File: src/rtl/multichannel_wave_synth.sv
// rtl/multichannel_wave_synth.sv - multi-channel phase-accumulator waveform synthesizer
// Per-channel saw/triangle/square/ROM/DC oscillators with shadowed settings committed at wrap.
module multichannel_wave_synth #(
  parameter int CHANNELS = 2,
  parameter int DATA_W   = 8,
  parameter int PHASE_W  = 16,
  parameter int ADDR_W   = 10,
  parameter int AMP_W    = 4
) (
  input  logic                         CLKOSILLATOR,
  input  logic                         RST,
  input  logic                         SYNC,
  input  logic                         CFG_VALID,
  output logic                         CFG_READY,
  input  logic [2:0]                   CFG_CH,
  input  logic [2:0]                   CFG_ADDR,
  input  logic [15:0]                  CFG_DATA,
  output logic [CHANNELS*ADDR_W-1:0]   ROM_ADDR,
  input  logic [CHANNELS*DATA_W-1:0]   ROM_DATA,
  output logic [CHANNELS-1:0]          WRAP,
  output logic [CHANNELS*DATA_W-1:0]   OUTPUTWAVE
);

  localparam logic [3:0] CH_LIM = 4'(CHANNELS);
  localparam int PROD_W = DATA_W + AMP_W + 1;
  localparam logic [DATA_W-1:0] DUTY_RST = {1'b1, {(DATA_W-1){1'b0}}};

  logic rst_q;
  logic wr_ok;

  always_ff @(posedge CLKOSILLATOR) rst_q <= RST;

  // Port stays closed for one extra cycle after reset so the first write lands on settled state.
  assign CFG_READY = !RST && !rst_q && !SYNC;
  assign wr_ok     = CFG_VALID && CFG_READY && (CFG_ADDR < 3'd5) && ({1'b0, CFG_CH} < CH_LIM);

  for (genvar c = 0; c < CHANNELS; c++) begin : g_ch
    logic [PHASE_W-1:0] acc, ftw;
    logic [PHASE_W:0]   sum;
    logic               en, carry, sel, commit, wrap_q;
    logic [2:0]         mode, mode_sh, mode_n;
    logic [AMP_W-1:0]   amp, amp_sh, amp_n, amp_q;
    logic [DATA_W-1:0]  off, off_sh, off_n, duty, duty_sh, duty_n;
    logic [DATA_W-1:0]  p, tri_w, raw_c, raw_q, off_q, src, sat, out_q;
    logic               rom_q, en_q;
    logic [AMP_W:0]     amp_inc;
    logic [PROD_W-1:0]  prod, scaled;
    logic [PROD_W:0]    total;

    assign sum    = {1'b0, acc} + {1'b0, ftw};
    assign carry  = en && sum[PHASE_W];
    assign sel    = wr_ok && (CFG_CH == 3'(c));
    // A disabled channel has no wrap to wait for, so its shadows pass straight through.
    assign commit = SYNC || !en || carry;

    always_comb begin
      mode_n = mode_sh;
      amp_n  = amp_sh;
      off_n  = off_sh;
      duty_n = duty_sh;
      if (sel) begin
        case (CFG_ADDR)
          3'd1:    mode_n = CFG_DATA[3:1];
          3'd2:    amp_n  = CFG_DATA[AMP_W-1:0];
          3'd3:    off_n  = CFG_DATA[DATA_W-1:0];
          3'd4:    duty_n = CFG_DATA[DATA_W-1:0];
          default: ;
        endcase
      end
    end

    assign p     = acc[PHASE_W-1 -: DATA_W];
    assign tri_w = p[DATA_W-1] ? ~{p[DATA_W-2:0], 1'b0} : {p[DATA_W-2:0], 1'b0};

    always_comb begin
      raw_c = '1;
      case (mode)
        3'd0:    raw_c = p;
        3'd1:    raw_c = tri_w;
        3'd2:    raw_c = (p < duty) ? '1 : '0;
        default: raw_c = '1;
      endcase
    end

    // Stage 2: ROM data arrives here in step with the registered internal waveform.
    assign src     = rom_q ? ROM_DATA[c*DATA_W +: DATA_W] : raw_q;
    assign amp_inc = {1'b0, amp_q} + (AMP_W+1)'(1);
    assign prod    = PROD_W'(src) * PROD_W'(amp_inc);
    assign scaled  = prod >> AMP_W;
    assign total   = {1'b0, scaled} + (PROD_W+1)'(off_q);
    assign sat     = (total > (PROD_W+1)'({DATA_W{1'b1}})) ? '1 : total[DATA_W-1:0];

    always_ff @(posedge CLKOSILLATOR) begin
      if (RST) begin
        acc     <= '0;
        ftw     <= '0;
        en      <= 1'b0;
        wrap_q  <= 1'b0;
        mode    <= '0;
        mode_sh <= '0;
        amp     <= '1;
        amp_sh  <= '1;
        off     <= '0;
        off_sh  <= '0;
        duty    <= DUTY_RST;
        duty_sh <= DUTY_RST;
        raw_q   <= '0;
        rom_q   <= 1'b0;
        amp_q   <= '1;
        off_q   <= '0;
        en_q    <= 1'b0;
        out_q   <= '0;
      end else begin
        acc    <= SYNC ? '0 : (en ? sum[PHASE_W-1:0] : acc);
        wrap_q <= carry && !SYNC;
        if (sel && CFG_ADDR == 3'd0) ftw <= CFG_DATA[PHASE_W-1:0];
        if (sel && CFG_ADDR == 3'd1) en  <= CFG_DATA[0];
        mode_sh <= mode_n;
        amp_sh  <= amp_n;
        off_sh  <= off_n;
        duty_sh <= duty_n;
        if (commit) begin
          mode <= mode_n;
          amp  <= amp_n;
          off  <= off_n;
          duty <= duty_n;
        end
        // Settings travel with the sample so a wrap-time commit never splits one sample.
        raw_q <= raw_c;
        rom_q <= (mode == 3'd3);
        amp_q <= amp;
        off_q <= off;
        en_q  <= en;
        out_q <= en_q ? sat : '0;
      end
    end

    assign ROM_ADDR[c*ADDR_W +: ADDR_W]   = acc[PHASE_W-1 -: ADDR_W];
    assign WRAP[c]                        = wrap_q;
    assign OUTPUTWAVE[c*DATA_W +: DATA_W] = out_q;
  end

endmodule

File: config.mk
export PLATFORM = sky130hd
export DESIGN_NAME = multichannel_wave_synth
export DESIGN_NICKNAME = d
export VERILOG_FILES = /design/src/rtl/multichannel_wave_synth.sv
export SDC_FILE = /design/constraint.sdc
export NUM_CORES = 1
export LEC_CHECK = 0
export ABC_AREA = 1
export CAP_MARGIN = 15
export CORE_MARGIN = 8
export CORE_UTILIZATION = 24
export CTS_CLUSTER_DIAMETER = 30
export DETAILED_ROUTE_END_ITERATION = 7
export HOLD_SLACK_MARGIN = 0.1
export PLACE_DENSITY = 0.48
export SLEW_MARGIN = 20
export SYNTH_ARGS = -nofsm -noshare
export SYNTH_HDL_FRONTEND = slang
export SYNTH_SLANG_ARGS = --single-unit
File: constraint.sdc
create_clock -name CLKOSILLATOR -period 6.8 [get_ports CLKOSILLATOR]
set_input_delay 0.68 -clock CLKOSILLATOR [delete_from_list [all_inputs] [get_ports CLKOSILLATOR]]
set_output_delay 0.68 -clock CLKOSILLATOR [all_outputs]
set_load 0.01 [all_outputs]
==> results, run 1 <==
- The run finished with clean final reports.
- Relative to the synthesized area, the layout overhead comes to 23.80%.
- The cell occurring most often along the worst timing path is sky130_fd_sc_hd__nand2_1.
- The worst hold path begins at g_ch[0].off[2]$_SDFFE_PP0P_.
- The height of the chip is roughly 250 um.
- The class of the tightest hold or removal check is reg -> reg.
- The starting density of the core is 24.16%.
- The vias per cell is roughly 4.3.
- The origin of the worst setup path is g_ch[1].amp_q[0]$_SDFF_PP1_.
- The final layout contains approximately 2200 nets.
- In this run, placement finished with an instance count of roughly 2700.
- After synthesis, the cell types taking the most area are sky130_fd_sc_hd__dfxtp_1 (33%), sky130_fd_sc_hd__nand2_1 (11%), sky130_fd_sc_hd__ha_1 (9.6%).
- The maximum clock frequency is ~0.18 GHz.
- In this run the cell area measured after placement is between 10000 and 15000 sq um.
- The CTS tree is done.
- The fraction of the cycle the final worst path needs is 82.48%.
- The final design area excluding fillers is ~17000 sq um.
- The library cells used most frequently in the layout, excluding fill and tap cells, are sky130_fd_sc_hd__nand2_1 (385), sky130_fd_sc_hd__nor2_1 (303), sky130_fd_sc_hd__inv_1 (272).
- The required arrival time at the worst endpoint is just over 7 ns.
- The worst setup path is launched from a flip-flop.
- The clock drives 221 sinks.
- In this run, post-CTS repair resized a total of 0 instances.
- The count of unresolved DRC violations after routing is 0.
- The largest area contributor in the netlist is sky130_fd_sc_hd__dfxtp_1.
- The post-CTS setup repair buffer count is 0.
- The hold buffer count at CTS is 0.
- The core region is between 50000 and 60000 sq um.
- The number of max-slew violations in the final report was 0.
- For the pin with the worst max-slew slack, the measured transition is slightly below 0.9 ns.
- In this run the tool buffered the top-level ports with 80 buffer cells.
- The post-route netlist has around 7.2% of its cells at a drive strength greater than 1.
- The global placement routability congestion is around 0.86.
- In this run the cell area of the synthesized design comes to 13570 sq um.
- The number of clock buffers added by TritonCTS is 53.
- Along the worst hold path, the cell count comes to 2.
- The Yosys step of the flow raised 0 warnings.
- For this run, asynchronously set or reset flops after synthesis account for 0%.
- The highest net fanout along the worst path is 9.
- The worst slew margin relative to its limit is between 40% and 50%.
- The total of endpoints with negative setup slack in the final report is 0.
- The commonest non-fill, non-tap cell in the layout is sky130_fd_sc_hd__nand2_1.
- The first-pass GRT wire length is just over 60000 um.
- The clock arrives with between 0.02 and 0.025 ns of skew.
- The total length of routed wires is about 37000 um.
- The end point of the critical path is g_ch[1].out_q[1]$_SDFF_PP0_.
- The final hold slack is between 0.4 and 0.5 ns.
- The number of H-tree levels is 2.
- The final number of hold-violating endpoints is 0.
- After layout, the minimum clock period comes to 5.609 ns.
- The cell with the largest stage delay on the worst path is sky130_fd_sc_hd__fa_1.
- The total design power is approximately 0.0040 W.
- The launching point of the worst reg2reg path is g_ch[1].amp_q[0]$_SDFF_PP1_.
- The endpoint class of the critical path is a flip-flop.
- Entering global routing, the biggest net connects 80 pins.
- The via count of the first global-routing pass came to between 10000 and 15000.
- The top-area cell type share of the netlist area is between 30 and 40%.
- STA puts the critical path data arrival time at about 6.1 ns.
- The first-pass detailed-route iteration total is 6.
- The number of violations of the max-capacitance limit is 0.
- Summed over all nets, the half-perimeter wirelength after detailed placement is around 28000 um.
- The largest single stage delay on the critical path is about 0.54 ns.
- After the flow finishes, the layout carries non-filler instances totaling 2773.
- Setup repair after global routing left no endpoint under its margin.
- In this run, synthesis inferred 0 flip-flops with an integrated enable.
- The total negative setup slack is 0 ns.
- For this design the top-level I/O count stands at approximately 80.
- After clock tree synthesis, the clock-pin slew on the worst setup and hold paths is about 0.050 ns.
- The number of nets in the synthesized netlist is roughly 2100.
- The sum of overflow across all layers after global routing is 0.
- Dividing the detail-routed wire length by the instance count gives approximately 13 um.
- At the later pin of the worst-skew pair, clock insertion delay measures about 0.57 ns.
- The total of flip-flops plus latches after synthesis is roughly 220.
- Across every metal layer, demand over resource in global routing totals between 10% and 20%.
- The die covers 64400 sq um.
- The setup check on the worst reg-to-reg path leaves a slack of about 1.2 ns.
- The worst-case IR drop observed on VDD is 152.1 uV.
- In this run the mean area of a mapped cell was 7.097 sq um.
- CTS placed an instance of sky130_fd_sc_hd__clkbuf_16 at the clock tree root.
- The overall die width is roughly 250 um.
- By startpoint and endpoint, the worst setup path is classified as reg -> reg.
- For this design the ratio of total power to cell area is 236.7 nW/um^2.
- The buffer depth of the longest clock path is 3.
- Among all flip-flop cells after synthesis, the most frequent one is sky130_fd_sc_hd__dfxtp_1.
- The number of different library cells used by synthesis comes to between 40 and 50.
- The via count of the routed design is roughly 12000.
- Summed over all cells, the static leakage comes to 8.028 nW.
- The antenna violation net count after detailed routing is 0.
- The endpoint of the most critical register-to-register path is g_ch[1].out_q[1]$_SDFF_PP0_.
- Of the synthesized area, sequential elements account for around 33%.
- The number of antenna violations at the first check in global routing is 0.
- The initial detailed-routing violation count is 660.
- 0 antenna diodes ended up in the layout.
- The number of cell instances on the worst register-to-register path is 28.
- The floorplan has 87 rows.
- The cell count after synthesis is ~1900.
==> where the power goes <==
group / total (W) / internal (W) / leakage (nW) / switching [W]
combinational: 0.0000747 / 0.0000264 / 5.35 / 0.0000483
sequential: 0.00130 / 0.00130 / 1.78 / 0.000000805
clock: 0.00260 / 0.00181 / 0.897 / 0.000790
total: 0.00398 / 0.00314 / 8.03 / 0.000839
==> cell usage after synthesis (all sizes together) (3+ instances only) <==
cell / number
nand2: 388
or2: 18
a211oi: 3
nand3b: 8
a21oi: 138
dfxtp: 221
a21o: 3
nand3: 99
ha: 104
xnor2: 15
o21bai: 3
fa: 38
a31oi: 4
clkbuf: 30
nor2: 308
o21ai: 117
nand4: 23
a31o: 3
nor3: 11
o21a: 3
buf: 43
mux2i: 4
xor2: 29
a32oi: 10
inv: 275
==> state kept, by name (all words and copies together) (netlist names), 16 cells and up <==
name and cells:
g_ch.acc 32, g_ch.duty 16, g_ch.duty_sh 16, g_ch.raw_q 16, g_ch.off_sh 16, g_ch.ftw 32
g_ch.off 16, g_ch.off_q 16, g_ch.out_q 16
==> how the worst min path moves through the flow <==
stage | to | slack, ns
floorplan | g_ch[0].off_q[0]$_SDFF_PP0_ | 0.40
global placement | g_ch[0].off_q[6]$_SDFF_PP0_ | 0.41
detailed placement | g_ch[1].off_q[7]$_SDFF_PP0_ | 0.41
CTS | g_ch[0].off_q[2]$_SDFF_PP0_ | 0.41
global route | g_ch[1].off_q[7]$_SDFF_PP0_ | 0.44
finish | g_ch[0].off_q[2]$_SDFF_PP0_ | 0.41
==> metrics by stage <==
step	util (%)	worst slack, ns
after floorplan	-	1.821
final	29.91	1.191
after CTS	29.90	1.127
after global placement	26.57	0.9710
after detailed placement	26.57	0.8789
after global routing	29.91	0.5858
==> cells by family (layout without fill, tap and decap cells) <==
group                    after synthesis  count (layout)  synth area share [%]
AND/OR/NAND/NOR                      857             857                 26.40
buffers and inverters                350             455                 10.69
AO/OA/AOI/OAI                        294             294                 11.98
flip-flops                           221             221                 32.60
adder cells (fa/ha/maj)              142             142                 15.20
XOR/XNOR                              44              44                 2.840
multiplexers                           4               4                0.2951
==> worst max-delay path, delay by kind of cell, from the launching register on <==
kind | cells | cell delay [ns]
simple gates | 18 | 1.80
flops | 1 | 0.53
fa+ha+maj | 6 | 2.54
buf+inv | 2 | 0.23
xor+xnor | 2 | 0.40
==> metal layers <==
metal  track usage, %  part of all wire [%]
met5                0                     0
met4            3.759                   2.3
met3            2.403                   4.0
met2            19.58                    46
met1            14.88                    47
==> final cells by class <==
class                   instances  area, sq um
fillers                      6135        39370
multi-input cells            1341         7700
flip-flops and latches        221         4424
clock buffers                  65         1451
inverters                     277         1042
well taps                     756        945.9
repair buffers                 83        818.3
clock inverters                30        416.7
Note: power is estimated with default switching activity, not from simulation.
==> run 2, diff against run 1 <==
- PLACE_DENSITY: 0.48 -> 0.49
- clock period: 6.8 -> 5 ns (I/O delays scaled with it)
==> run 2 against run 1 <==
  * Non-clock buffer count rose by 114
  * Register-to-register slack worse by 1.2 ns
  * Total power up 40%
  * Sequential share of layout area fell by 2.1 points
  * Critical path depth fell by 2
  * Critical path type unchanged
  * Largest power group unchanged
  * Highest routed layer unchanged
==> results, run 2 (synthesis gave the netlist of run 1 again) <==
- In this run the power density over the cells is around 300 nW/um^2.
- The number of antenna violations at the first check in global routing is 0.
- The via count of the first global-routing pass is between 10000 and 15000.
- For the worst setup path, the data arrival time is between 5 and 6 ns.
- The initial detailed-routing violation count is approximately 580.
- The fraction of the cycle the final worst path needs is 99.38%.
- TritonCTS built the clock tree.
- Setup repair after global routing could not meet its margin everywhere.
- Cells with a size suffix above 1 make up 17.86% of the layout.
- The count of input and output buffers is 80.
- Detailed placement ended at an HPWL of approximately 29000 um.
- The worst register-to-register path ends at g_ch[0].out_q[6]$_SDFF_PP0_.
- The detail-routed net length per standard cell is roughly 13 um.
- The pin slew with the least headroom to its limit is 0.8640 ns.
- The starting density of the core is 24.16%.
- Counting stages on the worst path, the most repeated cell is sky130_fd_sc_hd__nand2_1.
- The start-to-end type of the worst setup path is reg -> reg.
- In this run the most critical hold path is launched from RST.
- The repair_antennas step left the layout with diodes totalling 0.
- The worst reg-to-reg setup slack is 0.03 ns.
- In the global route stage, overall resource usage came out at between 10% and 20%.
- Setup violations remaining at the end of the flow were counted as 0.
- The total design power is about 0.0056 W.
- The count of unresolved DRC violations after routing is 0.
- The first-pass GRT wire length is 62650 um.
- The number of violations of the max-capacitance limit is 0.
- For hold timing, the worst endpoint is g_ch[1].ftw[14]$_SDFFE_PP0P_.
- The H-tree was split into 2 levels.
- Leaving out fill and tap cells, the most frequent cell in the layout is sky130_fd_sc_hd__nand2_1.
- The first-pass detailed-route iteration total is 5.
- The run finished with clean final reports.
- The leakage power of the design is 8.706 nW.
- The floorplan has 87 rows.
- The clock transition at the registers of the reported paths is roughly 0.040 ns.
- Along the worst path, the maximum fanout reaches 8.
- The kind of cell with the highest combined delay along the critical path is adder cells.
- For this run, the slowest stage of the critical path takes 0.55 ns.
- The post-route worst setup slack is a little over 0.03 ns.
- The final number of hold-violating endpoints came to 0.
- The via count of the routed design is around 12000.
- The cell sitting at the root of the clock tree is a sky130_fd_sc_hd__clkbuf_16.
- The number of max-slew violations in the final report was 0.
- The final hold slack is 0.3182 ns.
- The hold path depth is 4.
- The total area inside the core boundary comes to 56170 sq um.
- The clock arrives with 0.01313 ns of skew.
- The die covers between 60000 and 70000 sq um.
- From synthesis to final layout, the design area changed by 35.32%.
- In this run, post-CTS hold repair placed 0 buffers.
- The endpoint class of the critical path is a flip-flop.
- In the routed layout, each cell is associated on average with a via count of around 4.3.
- The number of cell instances on the worst register-to-register path is 26.
- Counting both buffers and inverters, the worst setup path holds a total of 3.
- Once detail routing completed, the nets flagged for antenna violations numbered 0.
- The congestion estimate from routability-driven global placement came to between 0.8 and 0.9.
- The required arrival time at the worst endpoint is roughly 5.4 ns.
- The maximum clock frequency is between 0.2 and 0.25 GHz.
- The clock latency of the later-clocked register in the worst-skew pair is 0.56 ns.
- The number of buffers inserted during clock tree synthesis is 54.
- From bottom edge to top edge, the die measures between 200 and 300 um.
- 81 I/O pins were placed.
- The final design utilization is between 30% and 40%.
- Leaving out fill and tap cells, the most frequent cells in the layout are sky130_fd_sc_hd__nand2_1 (364), sky130_fd_sc_hd__nor2_1 (282), sky130_fd_sc_hd__inv_1 (257).
- The total length of routed wires is 38520 um.
- Counting I/O delays and the setup requirement, the final critical path takes between 4 and 5 ns.
- The worst slew margin relative to its limit is 42.40%.
- The class of the tightest hold or removal check is in -> reg.
- The number of sinks driven by the clock tree is 221.
- The largest net degree at the start of global routing is 80.
- Global routing finished with a remaining overflow of 0.
- The worst setup path is launched from a flip-flop.
- In this run the horizontal extent of the chip is 253.8 um.
- After the last flow step, the layout net total stands at approximately 2300.
- The worst register-to-register path begins at g_ch[0].amp_q[0]$_SDFF_PP1_.
- IR analysis of the VDD net gives a maximum drop of between 200 and 250 uV.
- OpenSTA, run right after detailed placement, puts the worst setup slack at -0.6310 ns.
- The largest registers in the layout are g_ch.acc (32), g_ch.ftw (32).
- The buffer depth of the longest clock path is 3.
- For this design, the slowest cell found on the critical path is sky130_fd_sc_hd__fa_2.
## run 2: power breakdown
group          total, W  internal (W)  switching [W]
registers       0.00177       0.00177     0.00000112
clock network   0.00370       0.00262        0.00108
logic          0.000103     0.0000372      0.0000658
total           0.00557       0.00442        0.00115
## run 2: worst max-delay path by stage
stage | cells after the start | to | start
floorplan | 26 | g_ch[0].out_q[0]$_SDFF_PP0_ | g_ch[0].amp_q[1]$_SDFF_PP1_
global placement | 28 | g_ch[0].out_q[7]$_SDFF_PP0_ | ROM_DATA[3]
detailed placement | 26 | g_ch[0].out_q[6]$_SDFF_PP0_ | ROM_DATA[2]
CTS | 26 | g_ch[0].out_q[3]$_SDFF_PP0_ | g_ch[0].amp_q[1]$_SDFF_PP1_
global route | 27 | g_ch[0].out_q[6]$_SDFF_PP0_ | g_ch[0].rom_q$_SDFF_PP0_
finish | 26 | g_ch[0].out_q[6]$_SDFF_PP0_ | g_ch[0].amp_q[0]$_SDFF_PP1_
## run 2: final cells by class
cell class / instances / area (sq um)
sequential: 221 / 4447
tap: 756 / 945.9
inverter: 277 / 1050
clock buffer: 63 / 1445
timing repair buffer: 197 / 1694
clock inverter: 34 / 496.7
multi-input combinational: 1341 / 8284
fill: 6046 / 37810
## run 2: stage by stage
step	setup TNS [ns]	std cells	instance area, sq um
finish	0	2889	18360
global route	-3.002	2889	18360
CTS	0	2878	17900
detailed placement	-8.734	2775	15650
global placement	-7.120	2775	15650
floorplan	0	1912	13570
## run 2: metal layers
| metal | vias to the layer above | track usage [%] | wire, um | part of all wire (%) |
|---|---|---|---|---|
| li1 | 6451 | - | - | - |
| met1 | 5724 | 14.92 | 17780 | 46 |
| met2 | 199 | 20.26 | 18390 | 48 |
| met3 | 61 | 2.413 | 1408 | 3.7 |
| met4 | 0 | 3.939 | 941 | 2.4 |
| met5 | - | 0 | 0 | 0 |
## run 2: repair_timing
| item | in CTS | in global routing |
|---|---|---|
| pin swaps | 23 | 70 |
| gates resized for setup | 57 | 109 |
| setup buffers | 6 | 12 |
| endpoints found under the setup margin | 16 | 16 |
## run 2: worst min-delay path, cell delays in order
cell	delay, ns
sky130_fd_sc_hd__buf_2	0.11
sky130_fd_sc_hd__inv_4	0.09
sky130_fd_sc_hd__o21ai_0	0.08
sky130_fd_sc_hd__a21oi_1	0.04
==> run 3, diff against run 2 <==
- SETUP_SLACK_MARGIN: default -> 0.4
==> run 3 against run 2 <==
  * The flow now finishes with violations (setup timing)
  * Worst setup slack got worse by 0.036 ns
  * Total power down 1.9%
  * Clock-buffer cell count is 6 higher
  * Critical path type unchanged
  * Largest power group unchanged
==> results, run 3 (synthesis gave the netlist of run 1 again) <==
- Net switching is between 20 and 25% of the power.
- The worst reg-to-reg setup slack is -0.005 ns.
- The count of nets left with antenna violations once routing finished came out at 0.
- The worst pin sits at a relative slew slack of approximately 41%.
- The final hold slack is between 0.3 and 0.4 ns.
- The largest registers in the layout are g_ch.acc (32), g_ch.ftw (32).
- The cell total after placement is approximately 2800.
- The leakage power of the design is around 8.6 nW.
- The first TritonRoute pass finished after 6 iterations.
- The power density relative to cell area is around 300 nW/um^2.
- After clock tree synthesis, the clock-pin slew on the worst setup and hold paths is around 0.040 ns.
- Based on the critical path, the design can be clocked at up to 0.1998 GHz.
- The number of max-slew violations in the final report is 0.
- The non-filler instance count after layout is around 2900.
- Across the run, the number of max-cap violations was 0.
- Counting I/O delays and the setup requirement, the final critical path takes between 5 and 6 ns.
- The clock root buffer is sky130_fd_sc_hd__clkbuf_16.
- Per report_power, the sequential group accounts for 32.3% of the total.
- The most critical setup path has its startpoint at g_ch[0].amp_q[0]$_SDFF_PP1_.
- TritonCTS built the clock tree.
- In this run the worst path has a maximum fanout of 8.
- The clock passes through at most 3 buffers.
- The clock network accounts for around two thirds of the total power.
- The post-route netlist has 17.33% of its cells at a drive strength greater than 1.
- The commonest non-fill, non-tap cell in the layout is sky130_fd_sc_hd__nand2_1.
- The final reports fail on setup timing.
- The total of endpoints with negative setup slack in the final report is 2.
- The floorplan has just under 90 rows.
- The vias per cell is ~4.3.
- Dividing the detail-routed wire length by the instance count gives ~14 um.
- The number of H-tree levels is 2.
- The library cells used most frequently in the layout, excluding fill and tap cells, are sky130_fd_sc_hd__nand2_1 (362), sky130_fd_sc_hd__nor2_1 (287), sky130_fd_sc_hd__inv_1 (258).
- The worst hold path begins at RST.
- In this run the critical register-to-register path is launched from g_ch[0].amp_q[0]$_SDFF_PP1_.
- The worst-case IR drop observed on VDD is around 270 uV.
- At the placement stage, the worst setup path has a slack of -0.4031 ns.
- The die is ~250 um tall.
- The total routing resource utilization after global routing is about 12%.
- The data arrival at the endpoint of the critical path is 5.44 ns.
- The total length of routed wires is 40090 um.
- Clock skew on the completed layout was measured at ~0.019 ns.
- Entering global routing, the biggest net connects 80 pins.
- The antenna diode count is 0.
- The required arrival time at the worst endpoint is roughly 5.4 ns.
- The run finished, with violations left.
- The count of input and output buffers is 80.
- The class of the tightest hold or removal check is in -> reg.
- The end point of the critical path is g_ch[0].out_q[6]$_SDFF_PP0_.
- The clock net in this run drives a total of between 200 and 250 sinks.
- The first routing iteration left roughly 550 violations.
- Summed over all nets, the half-perimeter wirelength after detailed placement is approximately 30000 um.
- In this run the horizontal extent of the chip is approximately 250 um.
- The sum of overflow across all layers after global routing is 0.
- The count of unresolved DRC violations after routing is 0.
- The starting density of the core is about a quarter.
- Setup repair after global routing could not meet its margin everywhere.
- The congestion estimate from routability-driven global placement came to between 0.8 and 0.9.
- Once routing completed, OpenROAD measured the worst setup slack at -0.004592 ns.
- The longest individual stage delay on the worst path is 0.56 ns.
- The I/O pin total is 81.
- Measured in cells, the most critical reg-to-reg path has a length of 25.
- The number of antenna violations at the first check in global routing was 3.
- The die covers 64400 sq um.
- The endpoint class of the critical path is a flip-flop.
- Summed over all nets, the switching power comes to around 0.0012 W.
- Overall power consumption after layout is estimated at about 0.0055 W.
- The element type at the critical path start is a flip-flop.
- After the last flow step, the layout net total stands at roughly 2300.
- The first global-routing pass estimated 65320 um of wire.
- The via count of the routed design is around 13000.
- The share of total power dissipated in combinational logic is 2.0%.
- The start-to-end type of the worst setup path is reg -> reg.
- The number of buffers inserted during clock tree synthesis is 54.
- At the end of the flow the core is filled with cells to between 30% and 40%.
- Compared with the post-synthesis result, the final layout area differs by 34.78%.
- The fraction of the cycle the final worst path needs is 100.1%.
- The pin slew with the least headroom to its limit is approximately 0.88 ns.
- The hold buffer count at CTS is 0.
- The largest individual stage delay along the critical path comes from the cell sky130_fd_sc_hd__fa_1.
- The final number of hold-violating endpoints is 0.
- Cell internal power was estimated by the tool at 0.004293 W.
- At the later pin of the worst-skew pair, clock insertion delay measures about 0.58 ns.
- The filler cell count is 6005.
- The core region is between 50000 and 60000 sq um.
- The endpoint identified for the worst register-to-register timing path is g_ch[0].out_q[6]$_SDFF_PP0_.
- The via count of the first global-routing pass was 12770.
==> run 3: how the worst min path moves through the flow <==
stage	end	slack, ns	cells past startpoint
5_1_grt	g_ch[1].amp[0]$_SDFFE_PP1P_	0.37	3
3_3_place_gp	g_ch[1].off_q[7]$_SDFF_PP0_	0.42	2
2_1_floorplan	g_ch[0].off_q[0]$_SDFF_PP0_	0.40	2
3_5_place_dp	g_ch[0].off_q[2]$_SDFF_PP0_	0.42	2
6_report	g_ch[1].duty[7]$_SDFFE_PP1P_	0.36	3
4_1_cts	g_ch[1].duty[7]$_SDFFE_PP1P_	0.34	3
==> run 3: final cells by class <==
cell class                 instances  area, sq um  area share [%]
clock buffer                      69         1478           8.080
clock inverter                    30        414.1           2.264
inverter                         277         1047           5.726
multi-input combinational       1341         8337           45.58
sequential                       221         4452           24.34
tap                              756        945.9           5.172
timing repair buffer             185         1615           8.832
==> run 3: power groups by stage <==
stage	registers [W]	clock network, W	logic (W)
after global routing	0.00176	0.00377	0.000120
after CTS	0.00177	0.00367	0.000112
after floorplan	0.00180	0	0.0000421
after detailed placement	0.00180	0	0.000112
after global placement	0.00180	0	0.000111
final	0.00177	0.00359	0.000111
==> run 3: routing by layer <==
| layer | vias to the layer above | track usage [%] | wire length, um |
|---|---|---|---|
| met1 | 5789 | 16.33 | 19190 |
| met5 | - | 0 | 13 |
| li1 | 6431 | - | - |
| met4 | 2 | 4.314 | 955 |
| met3 | 72 | 2.076 | 1511 |
| met2 | 216 | 20.65 | 18420 |
==> run 3: critical path, delay by kind of cell (launching register included) <==
kind / cells / cell delay [ns]
simple gates: 7 / 0.52
xor+xnor: 2 / 0.33
buf+inv: 4 / 0.41
compound gates: 6 / 0.78
fa+ha+maj: 6 / 2.43
flops: 1 / 0.36
==> run 3: metrics by stage <==
stage	area, sq um	TNS, ns
final	18290	-0.006124
after global routing	18290	-1.939
after CTS	17960	0
after detailed placement	15700	-6.139
after global placement	15700	-5.220
after floorplan	13820	0
==> run 3: repair_timing <==
item,CTS,global route
setup buffers,22,7
endpoints found under the setup margin,16,16
gates resized for setup,63,60
pin swaps,56,57
